<file path="src/rtl/std_div_iter_if.sv">
// Request/response bundle for std_div_iter: operands, handshake strobes and registered results.
// No storage; pure wiring between a requester (master) and the divider (slave).
// Optional signed_op strobe exists only when STD_DIV_ITER_SIGNED_EN is defined.
interface std_div_iter_if #(
    parameter int width = 32
);
    logic [width-1:0] left;
    logic             left_read_in;
    logic [width-1:0] right;
    logic             right_read_in;
    logic             valid;
    logic             ready;
    logic [width-1:0] out_quotient;
    logic [width-1:0] out_remainder;
    logic             out_read_out;
    logic             busy;
`ifdef STD_DIV_ITER_SIGNED_EN
    logic             signed_op;
`endif

    modport master (
        output left, left_read_in, right, right_read_in, valid,
`ifdef STD_DIV_ITER_SIGNED_EN
        output signed_op,
`endif
        input  ready, out_quotient, out_remainder, out_read_out, busy
    );

    modport slave (
        input  left, left_read_in, right, right_read_in, valid,
`ifdef STD_DIV_ITER_SIGNED_EN
        input  signed_op,
`endif
        output ready, out_quotient, out_remainder, out_read_out, busy
    );
endinterface

</file>
<file path="src/rtl/std_div_iter.sv">
// Multi-cycle restoring divider, one quotient bit per cycle (signed mode with STD_DIV_ITER_SIGNED_EN).
// Latency: width+1 cycles from accept to ready pulse; 1 cycle for a zero divisor.
// Backpressure: none on the result (one-cycle ready pulse); requester holds valid, dropping it while busy aborts.
module std_div_iter #(
    parameter int width = 32
) (
    input  logic          clk,
    input  logic          reset_n,
    std_div_iter_if.slave bus
);
    localparam int CW = $clog2(width + 1);

    typedef enum logic [1:0] {IDLE, BUSY, DONE} state_t;

    state_t           state_q, state_d;
    logic [CW-1:0]    cnt_q, cnt_d;
    logic [width-1:0] rem_q, rem_d;      // partial remainder, always < divisor
    logic [width-1:0] dvd_q, dvd_d;      // dividend shifts out MSB-first, quotient bits shift in
    logic [width-1:0] dvs_q, dvs_d;
    logic [width-1:0] quo_out_q, quo_out_d;
    logic [width-1:0] rem_out_q, rem_out_d;

    logic             start;
    logic [width:0]   shifted;           // width+1 bit trial value, cannot overflow
    logic             ge;
    logic [width-1:0] diff;
    logic [width-1:0] rem_next;
    logic [width-1:0] quo_next;
    logic [width-1:0] a_mag, b_mag;      // operands as fed to the unsigned core
    logic [width-1:0] q_fix, r_fix;      // final results after any sign correction

    assign start    = bus.valid && bus.left_read_in && bus.right_read_in;
    assign shifted  = {rem_q, dvd_q[width-1]};
    assign ge       = shifted >= {1'b0, dvs_q};
    // Result fits in width bits whenever ge holds, so the wrap of the narrow subtract is harmless.
    assign diff     = shifted[width-1:0] - dvs_q;
    assign rem_next = ge ? diff : shifted[width-1:0];
    assign quo_next = {dvd_q[width-2:0], ge};

`ifdef STD_DIV_ITER_SIGNED_EN
    logic qneg_q, qneg_d;
    logic rneg_q, rneg_d;
    logic a_neg, b_neg;

    assign a_neg = bus.signed_op && bus.left[width-1];
    assign b_neg = bus.signed_op && bus.right[width-1];
    assign a_mag = a_neg ? -bus.left  : bus.left;
    assign b_mag = b_neg ? -bus.right : bus.right;
    // Quotient sign is the XOR of operand signs; remainder follows the dividend.
    assign q_fix = qneg_q ? -quo_next : quo_next;
    assign r_fix = rneg_q ? -rem_next : rem_next;
`else
    assign a_mag = bus.left;
    assign b_mag = bus.right;
    assign q_fix = quo_next;
    assign r_fix = rem_next;
`endif

    // Next-state and datapath: accept in IDLE, iterate in BUSY, single-cycle DONE.
    always_comb begin
        state_d   = state_q;
        cnt_d     = cnt_q;
        rem_d     = rem_q;
        dvd_d     = dvd_q;
        dvs_d     = dvs_q;
        quo_out_d = quo_out_q;
        rem_out_d = rem_out_q;
`ifdef STD_DIV_ITER_SIGNED_EN
        qneg_d    = qneg_q;
        rneg_d    = rneg_q;
`endif
        case (state_q)
            IDLE: begin
                if (start) begin
                    dvd_d = a_mag;
                    dvs_d = b_mag;
                    rem_d = '0;
                    cnt_d = CW'(width);
`ifdef STD_DIV_ITER_SIGNED_EN
                    qneg_d = a_neg ^ b_neg;
                    rneg_d = a_neg;
`endif
                    if (bus.right == '0) begin
                        // Divide by zero bypasses the iteration entirely.
                        state_d   = DONE;
                        quo_out_d = '1;
                        rem_out_d = bus.left;
                    end else begin
                        state_d = BUSY;
                    end
                end
            end
            BUSY: begin
                if (!bus.valid) begin
                    state_d = IDLE;
                end else begin
                    dvd_d = quo_next;
                    rem_d = rem_next;
                    cnt_d = cnt_q - CW'(1);
                    if (cnt_q == CW'(1)) begin
                        state_d   = DONE;
                        quo_out_d = q_fix;
                        rem_out_d = r_fix;
                    end
                end
            end
            DONE:    state_d = IDLE;
            default: state_d = IDLE;
        endcase
    end

    // State, iteration registers and result registers.
    always_ff @(posedge clk or negedge reset_n) begin
        if (!reset_n) begin
            state_q   <= IDLE;
            cnt_q     <= '0;
            rem_q     <= '0;
            dvd_q     <= '0;
            dvs_q     <= '0;
            quo_out_q <= '0;
            rem_out_q <= '0;
`ifdef STD_DIV_ITER_SIGNED_EN
            qneg_q    <= 1'b0;
            rneg_q    <= 1'b0;
`endif
        end else begin
            state_q   <= state_d;
            cnt_q     <= cnt_d;
            rem_q     <= rem_d;
            dvd_q     <= dvd_d;
            dvs_q     <= dvs_d;
            quo_out_q <= quo_out_d;
            rem_out_q <= rem_out_d;
`ifdef STD_DIV_ITER_SIGNED_EN
            qneg_q    <= qneg_d;
            rneg_q    <= rneg_d;
`endif
        end
    end

    assign bus.ready         = (state_q == DONE);
    assign bus.out_read_out  = (state_q == DONE);
    assign bus.busy          = (state_q == BUSY);
    assign bus.out_quotient  = quo_out_q;
    assign bus.out_remainder = rem_out_q;
endmodule

</file>
<file path="src/flat_wrapper.sv">
// flat-port wrapper written by rule: the top's interface ports become plain ports
module std_div_iter_flat 
#(
    parameter int width = 32
)
  (clk, reset_n, bus_left, bus_left_read_in, bus_right, bus_right_read_in, bus_valid, bus_ready, bus_out_quotient, bus_out_remainder, bus_out_read_out, bus_busy);
  std_div_iter_if #(.width(width)) bus_i ();
  input  logic clk;
  input  logic reset_n;
  input wire logic [$bits(bus_i.left)-1:0] bus_left;
  input wire logic [$bits(bus_i.left_read_in)-1:0] bus_left_read_in;
  input wire logic [$bits(bus_i.right)-1:0] bus_right;
  input wire logic [$bits(bus_i.right_read_in)-1:0] bus_right_read_in;
  input wire logic [$bits(bus_i.valid)-1:0] bus_valid;
  output wire logic [$bits(bus_i.ready)-1:0] bus_ready;
  output wire logic [$bits(bus_i.out_quotient)-1:0] bus_out_quotient;
  output wire logic [$bits(bus_i.out_remainder)-1:0] bus_out_remainder;
  output wire logic [$bits(bus_i.out_read_out)-1:0] bus_out_read_out;
  output wire logic [$bits(bus_i.busy)-1:0] bus_busy;
  assign bus_i.left = bus_left;
  assign bus_i.left_read_in = bus_left_read_in;
  assign bus_i.right = bus_right;
  assign bus_i.right_read_in = bus_right_read_in;
  assign bus_i.valid = bus_valid;
  assign bus_ready = bus_i.ready;
  assign bus_out_quotient = bus_i.out_quotient;
  assign bus_out_remainder = bus_i.out_remainder;
  assign bus_out_read_out = bus_i.out_read_out;
  assign bus_busy = bus_i.busy;
  std_div_iter #(.width(width)) u_core (.clk(clk), .reset_n(reset_n), .bus(bus_i));
endmodule
</file>
<file path="config.mk">
export PLATFORM = sky130hd
export DESIGN_NAME = std_div_iter_flat
export DESIGN_NICKNAME = d
export VERILOG_FILES = /design/src/rtl/std_div_iter_if.sv /design/src/rtl/std_div_iter.sv /design/src/flat_wrapper.sv
export SDC_FILE = /design/constraint.sdc
export NUM_CORES = 1
export LEC_CHECK = 0
export BUFFER_PORTS_ARGS = -buffer_cell sky130_fd_sc_hd__buf_2
export CAP_MARGIN = 20
export CORE_ASPECT_RATIO = 1.1
export CORE_UTILIZATION = 58
export CTS_CLUSTER_SIZE = 30
export DETAILED_ROUTE_END_ITERATION = 12
export MAX_ROUTING_LAYER = met4
export PLACE_DENSITY = 0.92
export SYNTH_ARGS = -nofsm -noshare
export SYNTH_HDL_FRONTEND = slang
export SYNTH_SLANG_ARGS = --single-unit
</file>
<file path="constraint.sdc">
create_clock -name clk -period 4 [get_ports clk]
set_input_delay 0.2 -clock clk [delete_from_list [all_inputs] [get_ports clk]]
set_output_delay 0.2 -clock clk [all_outputs]
set_load 0.02 [all_outputs]
</file>
# Yosys cells after proc, flatten, opt, wreduce, memory -nomap -nowiden
# Index checks and enable logic that the tools add are counted.
[totals]
in_bits = 69
regBits = 168
output_inout_bits = 67
[classes]
magnitude_cmp = 1
add_sub_neg = 2
muxes = 25
reduce_logical = 9
n_eq_ne = 8
[ops]
columns = ["operator", "n"]
rows = [
  ["32-bit 2-to-1 mux", 13],
  ["32-bit case mux with 2 select lines", 4],
  ["33-bit by 32-bit >= comparator with 1-bit output", 1],
  ["32-bit zero test", 1],
  ["32-bit subtractor", 1],
  ["6-bit 2-to-1 mux", 2],
  ["6-bit case mux with 2 select lines", 1],
  ["2-bit 2-to-1 mux", 4],
  ["6-bit by 1-bit equality test with 1-bit output, second input constant", 1],
  ["2-bit by 1-bit != test with 1-bit output, second input constant", 3],
  ["6-bit by 1-bit subtractor with 6-bit output, second input constant", 1],
  ["5-bit AND reduction", 1],
  ["2-bit case mux with 2 select lines", 1],
  ["2-bit AND reduction", 2],
  ["3-bit by 2-bit != test with 1-bit output, second input constant", 1],
  ["3-bit AND reduction", 1],
  ["2-bit by 1-bit equality test with 1-bit output, second input constant", 1],
  ["2-bit equality test, second input constant", 1],
  ["1-bit logical AND", 2],
  ["2-bit zero test", 1],
  ["2-bit != test, second input constant", 1],
  ["2-bit nonzero test", 1],
]

# Depth between registers and ports, before layout
# Gate-level depths: netlist of the first run.
[depth]
depth_word = 5
ltp_mapped = 13
mapped_depth_nobuf = 12

# Worst setup path after synthesis of the first run
# Ideal clock, no wire load.
[synth_path]
path_kind = "reg2reg"
start = "register u_core.dvd_q[31]"
end = "register u_core.rem_out_q[30] (netlist: u_core.bus.out_remainder[30])"
arrival_time_ns = 2.774
synth_period_minus_slack_ns = 2.865
stages_incl_launch_ff = 13
required_ns = 3.909
setup_time_ns = 0.091
path_slack_ns = 1.135
cell_sequence = "dfrtp_1 -> inv_1 -> ha_1 -> inv_1 -> fa_1 -> a21o_1 -> a221oi_1 -> a2bb2oi_1 -> o21ai_1 -> a21oi_1 -> o41ai_1 -> o31a_1 -> o221ai_1"
[synth_via]
elab_chain_cells = 5
elab_cells_between_ends = 6
cone_classes = "add/sub (1); order compare (1); mux (4)"
[synth_rtl]
columns = ["item", "line_no", "rtl"]
rows = [
  ["start, declared", "std_div_iter.sv:18", "logic [width-1:0] dvd_q, dvd_d;"],
  ["start signal, assigned", "std_div_iter.sv:130", "dvd_q <= dvd_d;"],
  ["32-bit subtractor or 33-bit by 32-bit >= comparator with 1-bit output (tied branches)", "std_div_iter.sv:36, std_div_iter.sv:34", ""],
  ["32-bit 2-to-1 mux (*)", "std_div_iter.sv:37", "assign rem_next = ge ? diff : shifted[width-1:0];"],
  ["32-bit 2-to-1 mux (*)", "std_div_iter.sv:100", "if (cnt_q == CW'(1)) begin"],
  ["32-bit 2-to-1 mux (*)", "std_div_iter.sv:94", "if (!bus.valid) begin"],
  ["32-bit case mux with 2 select lines (*)", "std_div_iter.sv:72", "case (state_q)"],
  ["end signal, assigned", "std_div_iter.sv:133", "rem_out_q <= rem_out_d;"],
  ["end, declared", "std_div_iter.sv:21", "logic [width-1:0] rem_out_q, rem_out_d;"],
]
# Every way passes the cells marked *; elsewhere a longest branch is shown, timed or not. The select of a mux whose other input is x is not followed.
# A chain may end at the register's enable or synchronous reset.

# Worst setup path after layout of the first run
[layout_path]
start = "register u_core.dvd_q[31]"
end = "register u_core.rem_out_q[26] (netlist: u_core.bus.out_remainder[26])"
# The elaborated chain is that of the path after synthesis.

==> flow_summary.ini, run 1 <==
[yosys]
postSynthCellCount = 1092
syn_avg_cell_area_sq_um = 8.52
synth_ff_type = dfrtp_1
seq_area_frac_synth_pct = 45.2
ys_ff_latch = 168
synth_area_leaders = dfrtp_1, nand2_1, o21ai_0
synth_area_sq_um = 9300
synth-edff-count = 0
synth_top_area_share_pct = 45.2
yosysWarnings = 0
async_reset_ff_share_pct = 100
ys_types = 63
yosysTopAreaCell = dfrtp_1
synth_nets = 1196

[final_layout]
finalNonFillerCells = 1405
fin_nets = 1297
drive_gt1_share_pct = 16.6
n_antenna_cell = 0
area_growth_pct = 15.9

[clock_tree]
clk_path_buf_depth = 2
cts_root_buf = clkbuf_16
post_cts.repair.setup_buffers = 0
clock_latency_ns = 0.43
cts-htree-levels = 4
cts_made_buffers = 17
clk_pin_slew_worst_paths_ns = 0.07
numClockSinks = 168
cts_tree = done

[place]
portBuffers = 135
dpl.hpwl_mm = 18.2
post-place-cells = 1363
place.gp.congestion = 0.951
place_ws_ns = 0.461

[critical_path]
arrival_ns = 3.96
worstSetupStartpointType = register
setup.worst_path.class = register to register
end_kind = register
crit_fanout = 4
worstPathRequired_ns = 4.28

[detailed_routing]
detail-route-antenna-nets = 0
num_vias = 8687
firstDrtPassIters = 6
drt_iter0_drc = 1041
wirelength_mm = 25.9
drc = 0
routedWlPerCell_microns = 18.4
avgViaCountPerCell = 6.18

[hold_path]
min_path_type = input port to register

[power]
powerDensity_nw_per_um2 = 819
leakage_nw = 4.92
peakVddDrop_v = 0.000404

[timing]
fmaxAchievable_ghz = 0.272
grt_setup_unrepaired = no
fin_ws_ns = 0.322
worst_clock_skew_ns = 0.0102
fin_crit_sh_pct = 92.0
slew_viol_final = 0
setup_viol = 0
fin_crit_ns = 3.68
tns_ns = 0
hold_viol = 0
relSlewSlack_pct = 45.0
tightest_slew_ns = 0.825

[global_routing]
grt_pass1_wl_mm = 41.5
antenna_found_initial = 0
globalRouteTotalUtil_pct = 33.6
first_global_vias = 8155
grt.overflow.total = 0
grt_start_max_net_pins = 115

[floorplanning]
die_area_sq_um = 16500
die_h_microns = 135
initial_core_util_pct = 59.3
fp.dieW_microns = 123
num_rows = 48
io_pins = 136
core_area_sq_um = 15700

[outcome]
outcome = complete, no violations

[job]
max-cap-violations = 0
-- power by group --
group	internal [W]	leakage, nW	switching, W
registers	0.00232	2.06	0.000482
clock network	0.00100	0.290	0.000710
logic	0.00156	2.57	0.00275
-- final timing paths --
path	start	to	slack, ns	depth (start not counted)
setup / recovery	u_core.dvd_q[31]	u_core.bus.out_remainder[26]	0.32	12
hold / removal	bus_right[21]	u_core.dvs_q[21]	0.0006	3
setup reg to reg	u_core.dvd_q[31]	u_core.bus.out_remainder[26]	0.32	12
hold reg to reg	u_core.bus.out_quotient[28]	u_core.bus.out_quotient[28]	0.46	2
max in group asynchronous	reset_n	u_core.dvs_q[0]	3.14	3
min in group asynchronous	reset_n	u_core.bus.out_quotient[13]	0.13	2
-- flip-flops by register name, indices dropped and copies added, names as in the netlist --
register                  flops
u_core.dvs_q                 32
u_core.dvd_q                 32
u_core.cnt_q                  6
u_core.rem_q                 32
u_core.bus.out_remainder     32
u_core.bus.out_quotient      32
u_core.state_q                2
-- final cells by class --
cell class                      instances  area, sq um
Tap cell                              200          250
Multi-Input combinational cell        808         4650
Clock buffer                           18          439
Clock inverter                         13          166
Timing Repair Buffer                  158          912
Fill cell                            1191         4900
Inverter                               40          150
Sequential cell                       168         4200
-- per-layer routing --
| metal | part of all wire [%] | GRT usage, % |
|---|---|---|
| met5 | 0 | - |
| met1 | 44 | 46.4 |
| met2 | 45 | 49.9 |
| met4 | 2.5 | 11.3 |
| met3 | 8.6 | 6.17 |
-- cell usage in the layout, fill, tap and decap left out, types with 14 or more instances in the layout --
cell and n:
ha_1 34, a31oi_1 35, xnor2_1 18, nand2_1 237, mux2i_1 25, o21ai_0 101
buf_2 134, o31ai_1 17, nor3_1 14, clkbuf_16 17, inv_1 39, a21oi_1 37
a41oi_1 18, nand3_1 44, dfrtp_1 168, nor2_1 89
-- per-stage QoR --
step	instance area, sq um	power, W	hold slack, ns	utilization (%)
finish	10800	0.00882	0.000624	68.8
global route	10800	0.00938	0.00470	68.8
CTS	10700	0.00874	0.00151	68.6
detailed placement	10000	0.00701	0.407	64.1
global placement	10000	0.00691	0.412	64.1
floorplan	9300	0.00581	-0.0956	-
-- repair_timing --
| action | CTS | global route |
|---|---|---|
| endpoints found under the hold margin | 122 | 0 |
| resized for setup | 0 | 0 |
| hold buffers | 10 | 0 |
-- kinds of logic after synthesis --
logic type | Yosys count | share of synthesized area [%]
compound gates | 276 | 18.9
xor+xnor | 27 | 2.54
fa+ha+maj | 35 | 4.79
buf+inv | 116 | 5.06
flops | 168 | 45.2
mux | 25 | 2.69
simple gates | 445 | 20.8
-- Yosys cell counts, types with 4 or more instances --
master      n
o31ai_1    17
nand4_1    11
or3_1       5
nor2_1     91
a221oi_1    4
xnor2_1    18
buf_2      10
o21ai_0   101
o21a_1      8
o21ai_1     5
inv_1      39
o41ai_1     5
nor3_1     14
xor2_1      9
a21o_1      6
dfrtp_1   168
a31oi_1    35
buf_4       4
nor2b_1     6
a21oi_1    37
buf_1       8
a41oi_1    18
clkbuf_1   53
mux2i_1    25
nand3_1    44
o221ai_1   11
ha_1       34
nor4_1     13
nand2_1   238
a211oi_1    8
-- worst max-delay path, cell delays in order, from the launching register on --
cell and delay (ns):
dfrtp_1 0.40, inv_1 0.06, ha_1 0.17, inv_1 0.07, fa_1 0.41, a21o_1 0.22, a221oi_1 0.59, a2bb2oi_1 0.34
o21ai_1 0.21, a311oi_1 0.46, xnor2_1 0.18, mux2i_1 0.25, o221ai_1 0.17
No activity file was read; power rests on OpenSTA's default activity.
==> run 2: changes to the inputs <==
--- a/config.mk
+++ b/config.mk
@@ -7,12 +7,14 @@
 export LEC_CHECK = 0
 export BUFFER_PORTS_ARGS = -buffer_cell sky130_fd_sc_hd__buf_2
 export CAP_MARGIN = 20
+export CELL_PAD_IN_SITES_DETAIL_PLACEMENT = 0
+export CELL_PAD_IN_SITES_GLOBAL_PLACEMENT = 1
 export CORE_ASPECT_RATIO = 1.1
-export CORE_UTILIZATION = 58
+export CORE_UTILIZATION = 47
 export CTS_CLUSTER_SIZE = 30
 export DETAILED_ROUTE_END_ITERATION = 12
 export MAX_ROUTING_LAYER = met4
-export PLACE_DENSITY = 0.92
+export PLACE_DENSITY = 0.95
 export SYNTH_ARGS = -nofsm -noshare
 export SYNTH_HDL_FRONTEND = slang
 export SYNTH_SLANG_ARGS = --single-unit
==> constraint.sdc (replaced) <==
create_clock -name clk -period 4.3 [get_ports clk]
set_input_delay 0.215 -clock clk [delete_from_list [all_inputs] [get_ports clk]]
set_output_delay 0.215 -clock clk [all_outputs]
set_load 0.02 [all_outputs]
==> run 2 against run 1 <==
Register-to-register slack improved by 0.44 ns. Clock skew increased by 0.00091 ns. Hold slack better by 0.0087 ns. Via count is 4.4% lower. Total power fell by 8.3%. Design area increased by 0.77%. Critical path type unchanged.
==> flow_summary.ini, run 2 (synthesis gave the netlist of run 1 again) <==
[clock_tree]
post_cts.repair.setup_buffers = 0
cts_root_buf = clkbuf_16
cts_tree = done
numClockSinks = 168
clk_path_buf_depth = 2
clk_pin_slew_worst_paths_ns = 0.07
cts-htree-levels = 4
clock_latency_ns = 0.43
cts_made_buffers = 17

[floorplanning]
die_h_microns = 150
initial_core_util_pct = 48.4
core_area_sq_um = 19200
die_area_sq_um = 20400
fp.dieW_microns = 136
io_pins = 136
num_rows = 53

[timing]
fin_ws_ns = 0.761
fmaxAchievable_ghz = 0.283
tightest_slew_ns = 0.984
tns_ns = 0
fin_crit_sh_pct = 82.3
setup_viol = 0
relSlewSlack_pct = 34.4
worst_clock_skew_ns = 0.0111
grt_setup_unrepaired = no
slew_viol_final = 0
fin_crit_ns = 3.54
hold_viol = 0

[critical_path]
crit_start = u_core.dvd_q[31]
r2r_cells = 12
worstPathRequired_ns = 4.59
crit_fanout = 4
end_kind = register
r2r_start = u_core.dvd_q[31]
r2r_slack_ns = 0.76
arrival_ns = 3.83
worstSetupStartpointType = register
setup.worst_path.end = u_core.bus.out_remainder[26]
setup.worst_path.class = register to register
timing.rr.end = u_core.bus.out_remainder[26]

[place]
portBuffers = 135
place_ws_ns = 0.772
place.gp.congestion = 0.914
dpl.hpwl_mm = 18.7
place_area_sq_um = 10100

[global_routing]
globalRouteTotalUtil_pct = 26.7
antenna_found_initial = 0
grt.overflow.total = 0
first_global_vias = 7645
grt_start_max_net_pins = 104
grt_pass1_wl_mm = 40.9

[detailed_routing]
num_vias = 8305
wirelength_mm = 25.5
avgViaCountPerCell = 5.70
firstDrtPassIters = 6
detail-route-antenna-nets = 0
drt_iter0_drc = 601
drc = 0
routedWlPerCell_microns = 17.5

[final_layout]
mostFrequentLayoutCells = nand2_1, dfrtp_1, buf_2
fin_util_pct = 56.5
area_growth_pct = 16.7
final_area_sq_um = 10900
final_common_cell = nand2_1
nFillCells = 1810
multi_input_comb_area_sq_um = 4650
ff_latch_area_sq_um = 4200
n_antenna_cell = 0
fin_nets = 1302
drive_gt1_share_pct = 16.4

[job]
max-cap-violations = 0

[outcome]
outcome = complete, no violations

[power]
peakVddDrop_v = 0.000362
powerDensity_nw_per_um2 = 745
fin_total_pwr_w = 0.00809
leakage_nw = 4.93

[hold_path]
min_path_type = input port to register
-- run 2: layout make-up --
| class | instances | share of cell area (%) |
|---|---|---|
| Inverter | 40 | 1.38 |
| Timing Repair Buffer | 163 | 8.75 |
| Clock inverter | 14 | 1.41 |
| Clock buffer | 18 | 4.04 |
| Sequential cell | 168 | 38.7 |
| Multi-Input combinational cell | 808 | 42.9 |
| Tap cell | 247 | 2.85 |
-- run 2: per-layer routing --
| metal | vias up | wire [microns] | track usage [%] |
|---|---|---|---|
| met2 | 247 | 11300 | 39.6 |
| li1 | 4062 | - | - |
| met1 | 3968 | 12600 | 38.6 |
| met5 | - | 0 | - |
| met3 | 28 | 1240 | 3.18 |
| met4 | 0 | 336 | 7.00 |
-- run 2: how the worst min path moves through the flow --
| stage | from | end | slack [ns] | cells after the start |
|---|---|---|---|---|
| 2_1_floorplan | reset_n | u_core.bus.out_quotient[0] | -0.08 | 0 |
| 3_3_place_gp | reset_n | u_core.bus.out_quotient[28] | 0.40 | 1 |
| 3_5_place_dp | reset_n | u_core.bus.out_quotient[28] | 0.40 | 1 |
| 4_1_cts | bus_right[17] | u_core.dvs_q[17] | 0.0004 | 3 |
| 5_1_grt | bus_right[17] | u_core.dvs_q[17] | 0.02 | 3 |
| 6_report | bus_right[24] | u_core.dvs_q[24] | 0.009 | 3 |
-- run 2: per-stage QoR --
| stage | std cells | hold WS, ns |
|---|---|---|
| 2_1_floorplan | 1092 | -0.0806 |
| 4_1_cts | 1458 | 0.000400 |
| 6_report | 1458 | 0.00934 |
| 3_3_place_gp | 1408 | 0.398 |
| 5_1_grt | 1458 | 0.0239 |
| 3_5_place_dp | 1408 | 0.399 |
-- run 2: report_power, final --
| group | total (W) | switching (W) | internal, W |
|---|---|---|---|
| sequential | 0.00259 | 0.000434 | 0.00216 |
| clock | 0.00154 | 0.000744 | 0.000794 |
| combinational | 0.00396 | 0.00252 | 0.00144 |
| total | 0.00809 | 0.00370 | 0.00439 |
-- run 2: worst max-delay path: stages (launching register included) --
cell	delay [ns]
dfrtp_1	0.40
inv_1	0.06
ha_1	0.15
inv_1	0.05
fa_1	0.39
a21o_1	0.21
a221oi_1	0.54
a2bb2oi_1	0.31
o21ai_1	0.20
a311oi_1	0.43
xnor2_1	0.15
mux2i_1	0.32
o221ai_1	0.17
-- run 2: timing repair --
item / CTS / global route
endpoints found under the hold margin: 118 / 0
resized for setup: 0 / 0
hold buffers: 18 / 0
==> run 3: changes to the inputs <==
--- a/config.mk
+++ b/config.mk
@@ -10,11 +10,11 @@
 export CELL_PAD_IN_SITES_DETAIL_PLACEMENT = 0
 export CELL_PAD_IN_SITES_GLOBAL_PLACEMENT = 1
 export CORE_ASPECT_RATIO = 1.1
-export CORE_UTILIZATION = 47
+export CORE_UTILIZATION = 39
 export CTS_CLUSTER_SIZE = 30
 export DETAILED_ROUTE_END_ITERATION = 12
 export MAX_ROUTING_LAYER = met4
-export PLACE_DENSITY = 0.95
+export PLACE_DENSITY = 0.87
 export SYNTH_ARGS = -nofsm -noshare
 export SYNTH_HDL_FRONTEND = slang
 export SYNTH_SLANG_ARGS = --single-unit
==> constraint.sdc (replaced) <==
create_clock -name clk -period 3.2 [get_ports clk]
set_input_delay 0.16 -clock clk [delete_from_list [all_inputs] [get_ports clk]]
set_output_delay 0.16 -clock clk [all_outputs]
set_load 0.02 [all_outputs]
==> run 3 against run 2 <==
Global-route usage down 2.7 points. Critical path depth decreased by 3. Hold slack improved by 0.0030 ns. Maximum frequency up 15%. Combinational power grew 52%. Via count rose by 2.2%. Register-to-register slack worse by 0.64 ns. Sequential cell count unchanged. First-iteration DRC count rose by 14%. Count of clock-buffer cells in the layout is the same. Sequential share of layout area is 1.9 points lower. Largest cell class unchanged. Largest power group unchanged.
==> flow_summary.ini, run 3 (synthesis gave the netlist of run 1 again) <==
[outcome]
outcome = complete, no violations

[floorplanning]
fp.dieW_microns = 149
io_pins = 136
core_area_sq_um = 23100
die_area_sq_um = 24500
die_h_microns = 164
initial_core_util_pct = 40.2
num_rows = 58

[timing]
tightest_slew_ns = 0.869
slew_viol_final = 0
fin_crit_ns = 3.08
fin_crit_sh_pct = 96.3
hold_viol = 0
grt_setup_unrepaired = no
fmaxAchievable_ghz = 0.325
relSlewSlack_pct = 41.8
worst_clock_skew_ns = 0.0153
setup_viol = 0

[hold_path]
min_path_type = input port to register
worstHoldEndpoint = u_core.dvd_q[10]
worstHoldStart = bus_left[10]
hold_depth = 3

[final_layout]
fin_nets = 1356
area_growth_pct = 22.9
multi_input_comb_area_sq_um = 4720
ff_latch_area_sq_um = 4200
drive_gt1_share_pct = 20.0
n_antenna_cell = 0
final_common_cell = nand2_1
mostFrequentLayoutCells = nand2_1, dfrtp_1, buf_2
finalNonFillerCells = 1565
nFillCells = 2282

[critical_path]
end_kind = register
r2r_cells = 9
critical-path-top-delay-family = simple AND/OR/NAND/NOR gates
path_cells = ha_2 -> nand2_1 -> or4b_1 -> nor4_2 -> a211o_2 -> a21oi_2 -> and2_4 -> o41a_1 -> o221ai_2
cp_num_buf_inv = 0
arrival_ns = 3.43
r2r_slack_ns = 0.12
slowest_delay_ns = 0.57
crit_fanout = 10
timing.rr.end = u_core.bus.out_remainder[31]
worstSetupStartpointType = register
cpMaxStageDelayCell = or4b_1
worstPathRequired_ns = 3.55
setup.worst_path.class = register to register
r2r_start = u_core.rem_q[9]

[power]
switching_share_pct = 45.0
fin_total_pwr_w = 0.0115
switchingPower_w = 0.00519
intPower_w = 0.00635
leakage_nw = 5.18
pwr-share-clk_pct = 17.5
peakVddDrop_v = 0.000437
power_frac_seq_pct = 30.3
powerDensity_nw_per_um2 = 1010
p_comb_share_pct = 52.2

[global_routing]
grt.overflow.total = 0
globalRouteTotalUtil_pct = 24.0
grt_pass1_wl_mm = 44.2
first_global_vias = 8164
grt_start_max_net_pins = 85
antenna_found_initial = 0

[place]
portBuffers = 135
place.gp.congestion = 0.949
post-place-cells = 1498
dpl.hpwl_mm = 20.5

[detailed_routing]
drc = 0
avgViaCountPerCell = 5.43
detail-route-antenna-nets = 0
num_vias = 8491
drt_iter0_drc = 684
wirelength_mm = 27.5
firstDrtPassIters = 5
routedWlPerCell_microns = 17.6

[clock_tree]
cts_root_buf = clkbuf_16
clk_path_buf_depth = 2
numClockSinks = 168
cts_tree = done
cts-htree-levels = 4
cts_made_buffers = 17
clock_latency_ns = 0.44
clk_pin_slew_worst_paths_ns = 0.07

[job]
max-cap-violations = 0
run 3: area by class of cell:
type / count / share of cell area, %
clock buffers: 18 / 3.75
clock inverters: 14 / 1.18
inverters: 40 / 1.31
multi-input cells: 809 / 41.3
flip-flops and latches: 168 / 36.8
well taps: 300 / 3.28
repair buffers: 216 / 12.4
run 3: worst max-delay path by stage:
stage	startpoint	end	slack [ns]	cells past startpoint
2_1_floorplan	u_core.dvd_q[31]	u_core.bus.out_remainder[30]	0.34	12
3_3_place_gp	u_core.rem_q[11]	u_core.bus.out_remainder[29]	0.07	9
3_5_place_dp	u_core.dvd_q[31]	u_core.bus.out_remainder[22]	-0.008	14
4_1_cts	u_core.rem_q[1]	u_core.bus.out_remainder[31]	0.01	9
5_1_grt	u_core.dvs_q[14]	u_core.bus.out_remainder[23]	0.003	11
6_report	u_core.rem_q[9]	u_core.bus.out_remainder[31]	0.12	9
run 3: what timing repair did:
item | 4_1_cts | 5_1_grt
hold buffers | 30 | 0
buffers inserted | 0 | 4
endpoints found under the setup margin | 4 | 26
cloned | 0 | 1
pin swaps | 0 | 3
resized for setup | 3 | 13
endpoints found under the hold margin | 110 | 0
run 3: layer usage:
metal / track usage (%) / routed length, microns / vias to the layer above
met2: 35.0 / 12100 / 241
met4: 5.98 / 408 / 0
met3: 4.42 / 1380 / 24
met5: - / 0 / -
met1: 34.1 / 13600 / 4068
li1: - / - / 4158
run 3: stage by stage:
stage | hold WS, ns | utilization (%) | TNS [ns] | area [sq um] | worst slack (ns)
after global routing | 0.00821 | 49.4 | 0 | 11400 | 0.00340
after CTS | 0.00487 | 49.0 | 0 | 11300 | 0.0117
after global placement | 0.262 | 45.2 | 0 | 10500 | 0.0655
final | 0.0124 | 49.4 | 0 | 11400 | 0.120
after floorplan | -0.136 | - | 0 | 9300 | 0.335
after detailed placement | 0.256 | 45.2 | -0.00830 | 10500 | -0.00830
run 3: power by group through the flow:
stage                     Sequential, W  Clock (W)  Combinational, W
final                           0.00349    0.00202           0.00602
after global routing            0.00358    0.00214           0.00662
after CTS                       0.00349    0.00206           0.00585
after detailed placement        0.00352          0           0.00578
after global placement          0.00350          0           0.00576
after floorplan                 0.00384          0           0.00343
run 3: tightest hold or removal path, stage by stage:
cell and delay [ns]:
buf_2 0.09, nand2_1 0.08, a31oi_1 0.08
